### src/rtl/riscv_pkg.sv
// Shared constants and types for the RISC-V fetch front end.
package riscv_pkg;

  // add x0, x0, x0: harmless filler for squashed or invalid fetches
  localparam logic [31:0] NOP_WORD = 32'h0000_0033;

  // Base-ISA major opcodes (instruction bits 6:0)
  localparam logic [6:0] OPC_LUI    = 7'b0110111;
  localparam logic [6:0] OPC_AUIPC  = 7'b0010111;
  localparam logic [6:0] OPC_JAL    = 7'b1101111;
  localparam logic [6:0] OPC_JALR   = 7'b1100111;
  localparam logic [6:0] OPC_BRANCH = 7'b1100011;
  localparam logic [6:0] OPC_LOAD   = 7'b0000011;
  localparam logic [6:0] OPC_STORE  = 7'b0100011;
  localparam logic [6:0] OPC_OP_IMM = 7'b0010011;
  localparam logic [6:0] OPC_OP     = 7'b0110011;

  // Program-loader states
  typedef enum logic [1:0] {
    IDLE = 2'd0,
    LOAD = 2'd1,
    DONE = 2'd2
  } ld_state_t;

endpackage

### src/rtl/inst_loader_fsm.sv
// Byte-stream program loader: assembles little-endian bytes into words and
// emits one write strobe per completed word into the instruction RAM.
module inst_loader_fsm
  import riscv_pkg::*;
#(
  parameter  int DATA_W = 32,
  parameter  int DEPTH  = 64,
  localparam int AW     = $clog2(DEPTH),
  localparam int BPW    = DATA_W / 8
) (
  input  logic              clk,
  input  logic              rst,
  input  logic              ld_start,
  input  logic              ld_byte_valid,
  input  logic [7:0]        ld_byte,
  output logic              ld_ready,
  output logic              ld_done,
  output logic [AW:0]       ld_count,
  output logic              busy,
  output logic              wr_en,
  output logic [AW-1:0]     wr_addr,
  output logic [DATA_W-1:0] wr_data
);

  localparam int            LW        = (BPW > 1) ? $clog2(BPW) : 1;
  localparam logic [LW-1:0] LAST_LANE = LW'(BPW - 1);
  localparam logic [AW:0]   LAST_WORD = (AW + 1)'(DEPTH - 1);

  ld_state_t         state_reg, state_next;
  logic [LW-1:0]     lane_reg;
  logic [AW:0]       count_reg;
  logic [DATA_W-1:0] word_reg;
  logic [DATA_W-1:0] word_next;
  logic              byte_accept;
  logic              word_write;
  logic              last_write;

  assign byte_accept = ld_byte_valid && (state_reg == LOAD);
  assign word_write  = byte_accept && (lane_reg == LAST_LANE);
  assign last_write  = word_write && (count_reg == LAST_WORD);

  // The incoming byte replaces its lane; the top lane of a finished word is
  // taken straight from ld_byte so the RAM write lands on the same edge.
  generate
    for (genvar gi = 0; gi < BPW; gi++) begin : g_lane
      assign word_next[8*gi +: 8] = (lane_reg == LW'(gi)) ? ld_byte : word_reg[8*gi +: 8];
    end
  endgenerate

  // State register
  always_ff @(posedge clk or negedge rst) begin
    if (!rst) state_reg <= IDLE;
    else      state_reg <= state_next;
  end

  // Next-state: a byte arriving with ld_start is still taken before DONE
  always_comb begin
    state_next = state_reg;
    case (state_reg)
      IDLE:    if (ld_start) state_next = LOAD;
      LOAD:    if (ld_start || last_write) state_next = DONE;
      DONE:    state_next = IDLE;
      default: state_next = IDLE;
    endcase
  end

  // Lane, word pointer/count and assembly buffer
  always_ff @(posedge clk or negedge rst) begin
    if (!rst) begin
      lane_reg  <= '0;
      count_reg <= '0;
      word_reg  <= '0;
    end else if (state_reg == IDLE && ld_start) begin
      lane_reg  <= '0;
      count_reg <= '0;
    end else if (byte_accept) begin
      word_reg <= word_next;
      if (word_write) begin
        lane_reg  <= '0;
        count_reg <= count_reg + 1'b1;
      end else begin
        lane_reg <= lane_reg + LW'(1);
      end
    end
  end

  assign busy     = (state_reg != IDLE);
  assign ld_ready = (state_reg == LOAD);
  assign ld_done  = (state_reg == DONE);
  assign ld_count = count_reg;
  assign wr_en    = word_write;
  assign wr_addr  = count_reg[AW-1:0];
  assign wr_data  = word_next;

endmodule

### src/rtl/inst_mem_loadable.sv
// Run-time loadable instruction memory with a one-cycle registered fetch port
// (stall/flush aware) and a byte-stream loader.
module inst_mem_loadable
  import riscv_pkg::*;
#(
  parameter  int                DATA_W   = 32,
  parameter  int                DEPTH    = 64,
  parameter  int                PC_W     = 32,
  parameter  logic [DATA_W-1:0] NOP_WORD = riscv_pkg::NOP_WORD,
  localparam int                AW       = $clog2(DEPTH)
) (
  input  logic              clk,
  input  logic              rst,
  input  logic              fetch_req,
  input  logic [PC_W-1:0]   fetch_pc,
  input  logic              stall,
  input  logic              flush,
  output logic [DATA_W-1:0] inst_out,
  output logic              inst_valid,
  output logic              fetch_err,
  input  logic              ld_start,
  input  logic              ld_byte_valid,
  input  logic [7:0]        ld_byte,
  output logic              ld_ready,
  output logic              ld_done,
  output logic [AW:0]       ld_count,
  output logic              busy
);

  logic [DATA_W-1:0] mem [DEPTH];
  logic [DATA_W-1:0] rd_data_reg;
  logic              hit_reg;
  logic              inst_valid_reg;
  logic              fetch_err_reg;

  logic              wr_en;
  logic [AW-1:0]     wr_addr;
  logic [DATA_W-1:0] wr_data;
  logic [AW-1:0]     fetch_idx;
  logic              fetch_ok;
  logic              rd_en;

  inst_loader_fsm #(
    .DATA_W (DATA_W),
    .DEPTH  (DEPTH)
  ) u_loader (
    .clk           (clk),
    .rst           (rst),
    .ld_start      (ld_start),
    .ld_byte_valid (ld_byte_valid),
    .ld_byte       (ld_byte),
    .ld_ready      (ld_ready),
    .ld_done       (ld_done),
    .ld_count      (ld_count),
    .busy          (busy),
    .wr_en         (wr_en),
    .wr_addr       (wr_addr),
    .wr_data       (wr_data)
  );

  // A fetch is legal only if word-aligned and every bit above the index is 0
  assign fetch_idx = fetch_pc[AW+1:2];
  assign fetch_ok  = (fetch_pc[1:0] == 2'b00)
                  && ((fetch_pc >> (AW + 2)) == '0)
                  && ({1'b0, fetch_idx} < (AW + 1)'(DEPTH));

  // RAM read only fires when the result will actually be presented, so the
  // read register doubles as the hold register during stall.
  assign rd_en = !busy && !flush && !stall && fetch_req && fetch_ok;

  // RAM write port (loader)
  always_ff @(posedge clk) begin
    if (wr_en) mem[wr_addr] <= wr_data;
  end

  // RAM read port (fetch), kept reset-free so it maps onto block RAM
  always_ff @(posedge clk) begin
    if (rd_en) rd_data_reg <= mem[fetch_idx];
  end

  // Fetch control: busy > flush > stall > request > idle
  always_ff @(posedge clk or negedge rst) begin
    if (!rst) begin
      hit_reg        <= 1'b0;
      inst_valid_reg <= 1'b0;
      fetch_err_reg  <= 1'b0;
    end else if (busy || flush) begin
      hit_reg        <= 1'b0;
      inst_valid_reg <= 1'b0;
      fetch_err_reg  <= 1'b0;
    end else if (!stall) begin
      hit_reg        <= fetch_req && fetch_ok;
      inst_valid_reg <= fetch_req;
      fetch_err_reg  <= fetch_req && !fetch_ok;
    end
  end

  assign inst_out   = hit_reg ? rd_data_reg : NOP_WORD;
  assign inst_valid = inst_valid_reg;
  assign fetch_err  = fetch_err_reg;

endmodule

### config.mk
export PLATFORM = sky130hd
export DESIGN_NAME = inst_mem_loadable
export DESIGN_NICKNAME = d
export VERILOG_FILES = /design/src/rtl/riscv_pkg.sv /design/src/rtl/inst_loader_fsm.sv /design/src/rtl/inst_mem_loadable.sv
export SDC_FILE = /design/constraint.sdc
export NUM_CORES = 2
export LEC_CHECK = 0
export BUFFER_PORTS_ARGS = -buffer_cell sky130_fd_sc_hd__buf_2
export CORE_MARGIN = 3
export CORE_UTILIZATION = 50
export CTS_BUF_LIST = sky130_fd_sc_hd__clkbuf_2
export CTS_CLUSTER_DIAMETER = 30
export DETAILED_ROUTE_END_ITERATION = 16
export PLACE_DENSITY = 0.76
export SYNTH_ARGS = -nofsm -noshare
export SYNTH_HDL_FRONTEND = slang
export SYNTH_HIERARCHICAL = 1
export SYNTH_SLANG_ARGS = --single-unit
### constraint.sdc
create_clock -name clk -period 5.5 [get_ports clk]
set_input_delay 0.55 -clock clk [delete_from_list [all_inputs] [get_ports clk]]
set_output_delay 0.55 -clock clk [all_outputs]
set_load 0.02 [all_outputs]
==> metrics.md <==
| Metric | Value |
|---|---|
| Non-Filler Instances | `6,700` |
| Chip width | `410 µm` |
| CP max-delay cell | `nor2_4` |
| Vias in the first global route | `42,200` |
| Nets | `4,257` |
| Clk pwr share | `27.8%` |
| Synth Instances | `3,621` |
| Pwr/cell area | `397 nW/µm²` |
| Clk slew on worst S/H paths | `100 ps` |
| GP Congestion | `0.843` |
| Sw frac | `28.5%` |
| Fraction of layout cells with a size suffix above 1 | `36.7%` |
| Synthesis-stage register bit count | `2,126` |
| Gr ovfl total | `0` |
| Unrepaired setup endpoints after global routing | `false` |
| Clock skew | `139 ps` |
| Worst min path class | `primary input to flop` |
| DR DRC count | `0` |
| Post-CTS Setup Inserts | `0` |
| Antenna Nets Post-Route | `0` |
| Worst slack at placement | `1460 ps` |
| Most frequent cells in the layout | `edfxtp_1, clkbuf_2, mux4_2` |
| Async set-reset flop share out of synthesis | `2.16%` |
| Vias per cell | `6.14` |
| Slew Limit Fails | `0` |
| Syn Nets | `3,673` |
| Detailed Place HPWL | `113,000 µm` |
| Worst setup EP type | `flop` |
| FP Rows | `147` |
| Post-synthesis sequential area ratio | `78.1%` |
| H-Tree Depth | `6` |
| Sw Pwr | `10.2 mW` |
| Flop pwr share | `58.0%` |
| PostCTS Resize Cnt | `0` |
| Worst path arrival time | `5510 ps` |
| Placed instance count | `5,787` |
| Final worst setup slack | `1300 ps` |
| CTS Sinks | `2,126` |
| Synth top area share | `76.7%` |
| Comb power frac | `14.2%` |
| Hold bufs inserted after CTS | `46` |
| Relative slew slack | `8.30%` |
| Final Util | `55.8%` |
| WS Path Type | `flop to flop` |
| Avg WL per Cell | `29.4 µm` |
| Setup Viol. Count Final | `0` |
| Pin count of the biggest net entering global routing | `105` |
| Status | `finished clean` |
| Top Family by Delay on Critical Path | `simple AND/OR/NAND/NOR gates` |
| Via count | `41,200` |
| Lkg Pwr | `29.3 nW` |
| CTS tree | `built` |
| Core area | `161,000 µm²` |
| Number of synthesis warnings | `6` |
| Total CTS buffers | `530` |
| Avg Cell Area, Syn | `22.5 µm²` |
| Design area | `89,900 µm²` |
| Worst Path Required | `6820 ps` |
| Routing usage on met3 | `6.58%` |
| Fin Hold WS | `257 ps` |
| Maxcap violations | `0` |
| Number of synthesized flops with an enable pin | `2,080` |
| Max reg flops | `2,048` |
| First-pass GRT wire length | `286,000 µm` |
| Clock buffer depth | `4` |
| Clk Latency, worst-skew pair | `1750 ps` |
| Die Ht | `410 µm` |
| Crit path max fanout | `17` |
| CP Buf/Inv Count | `2` |
| FMAX | `238 MHz` |
| Fin crit share | `76.3%` |
| GRT Max-Usage Layer | `met2` |
| Tot Pwr | `35.7 mW` |
| Crit path launch type | `flop` |
| First-pass DRT Iterations | `6` |
| Critical-path cell list | `ha_1 -> nand4b_4 -> inv_1 -> nor2b_1 -> nand3_1 -> nor2_4 -> buf_4` |
| Peak VDD IR | `0.533 mV` |
| Most area-consuming cells after synthesis | `edfxtp_1, mux4_2, dfrtp_1` |
| Mapped Area | `81,500 µm²` |
| Io pins | `91` |
| Met2 Use GR | `37.5%` |
| Dpl cell area | `85,000 µm²` |
| Setup TNS | `0 ps` |
| CP peak stage delay | `860 ps` |
| Initial antenna violation count | `9` |
| Most common cell after layout, fill and taps aside | `edfxtp_1` |
| Int Pwr | `25.5 mW` |
| Die area | `168,000 µm²` |
| Gr usage total | `23.6%` |
| Distinct cells, synth | `48` |
| Area leader, netlist | `edfxtp_1` |
| Total Routed Length | `197,000 µm` |
| 1st-iter DRT viols | `5,450` |
| Met1 Usage GRT | `31.1%` |
| Worst-Margin Slew | `1380 ps` |
| CTS root buffer | `clkbuf_2` |
| Final hold viol count | `0` |
| Tmin final | `4200 ps` |
| Initial cell density of the core | `50.6%` |
| IO Port Bufs | `90` |
| Area grow syn2layout | `10.3%` |
| Top FF cell, synth | `edfxtp_1` |
[cells in the mapped netlist (16+ instances only)]
master and n:
buf_2 48, nand2b_1 16, nor2_1 116, buf_4 42
mux2_2 72, a311oi_1 24, edfxtp_1 2080, nor3_1 33
mux4_2 500, o221ai_1 28, buf_1 16, clkbuf_1 77
a22oi_1 79, and2_1 31, mux2i_1 46, buf_6 25
a21oi_1 59, a22o_1 48, nand2_1 45, nor2b_1 24
o22ai_1 71, dfrtp_1 46
[cell families (layout without fill, tap and decap cells)]
| group | count (synthesis) | after routing | share of synthesized area, % |
|---|---|---|---|
| flip-flops | 2126 | 2126 | 78.1 |
| buffers and inverters | 218 | 1131 | 1.54 |
| AO/OA/AOI/OAI | 332 | 332 | 2.91 |
| other | 0 | 6 | 0 |
| AND/OR/NAND/NOR | 318 | 318 | 1.95 |
| multiplexers | 620 | 620 | 15.4 |
| adder cells (fa/ha/maj) | 5 | 5 | 0.0768 |
| XOR/XNOR | 2 | 2 | 0.0215 |
[cell type report]
| cell class | instances | area [µm²] |
|---|---|---|
| Clock inverter | 110 | 616 |
| Clock buffer | 751 | 3760 |
| Inverter | 8 | 30.0 |
| Antenna cell | 6 | 15.0 |
| Fill cell | 11800 | 71300 |
| Timing Repair Buffer | 262 | 2020 |
| Tap cell | 2160 | 2700 |
| Multi-Input combinational cell | 1277 | 17100 |
| Sequential cell | 2126 | 63600 |
[worst paths after layout]
| check | start | endpoint | slack, ps | cells past startpoint |
|---|---|---|---|---|
| hold / removal | stall | inst_valid$_DFFE_PN0P_ | 260 | 5 |
| setup / recovery | u_loader/lane_reg[1]$_DFFE_PN0P_ | mem[14][19]$_DFFE_PP_ | 1300 | 7 |
| setup reg to reg | u_loader/lane_reg[1]$_DFFE_PN0P_ | mem[14][19]$_DFFE_PP_ | 1300 | 7 |
| min in group asynchronous | rst | hit_reg$_DFFE_PN0P_ | 560 | 6 |
| max in group asynchronous | rst | inst_valid$_DFFE_PN0P_ | 4640 | 6 |
| hold reg to reg | u_loader/word_reg[22]$_DFFE_PN0P_ | u_loader/word_reg[22]$_DFFE_PN0P_ | 510 | 1 |
[routing by layer]
metal  up-vias  share of wire (%)
li1      16800                  -
met1     21200                 36
met2      2716                 49
met3       378                 12
met4         2                3.4
met5         -             0.0056
[worst min-delay path, cell delays in order]
cell           delay, ps
dlygate4sd3_1        520
buf_2                100
a21oi_1               50
nor3_1               110
dlygate4sd3_1        560
[power groups by stage]
stage	combinational, mW	clock (mW)	sequential [mW]
final	5.06	9.92	20.7
after global routing	5.33	11.0	20.7
after CTS	5.02	10.1	20.7
after detailed placement	5.00	0	21.1
after global placement	4.76	0	21.1
after floorplan	2.52	0	21.0
Power figures use the tool's default switching activity.
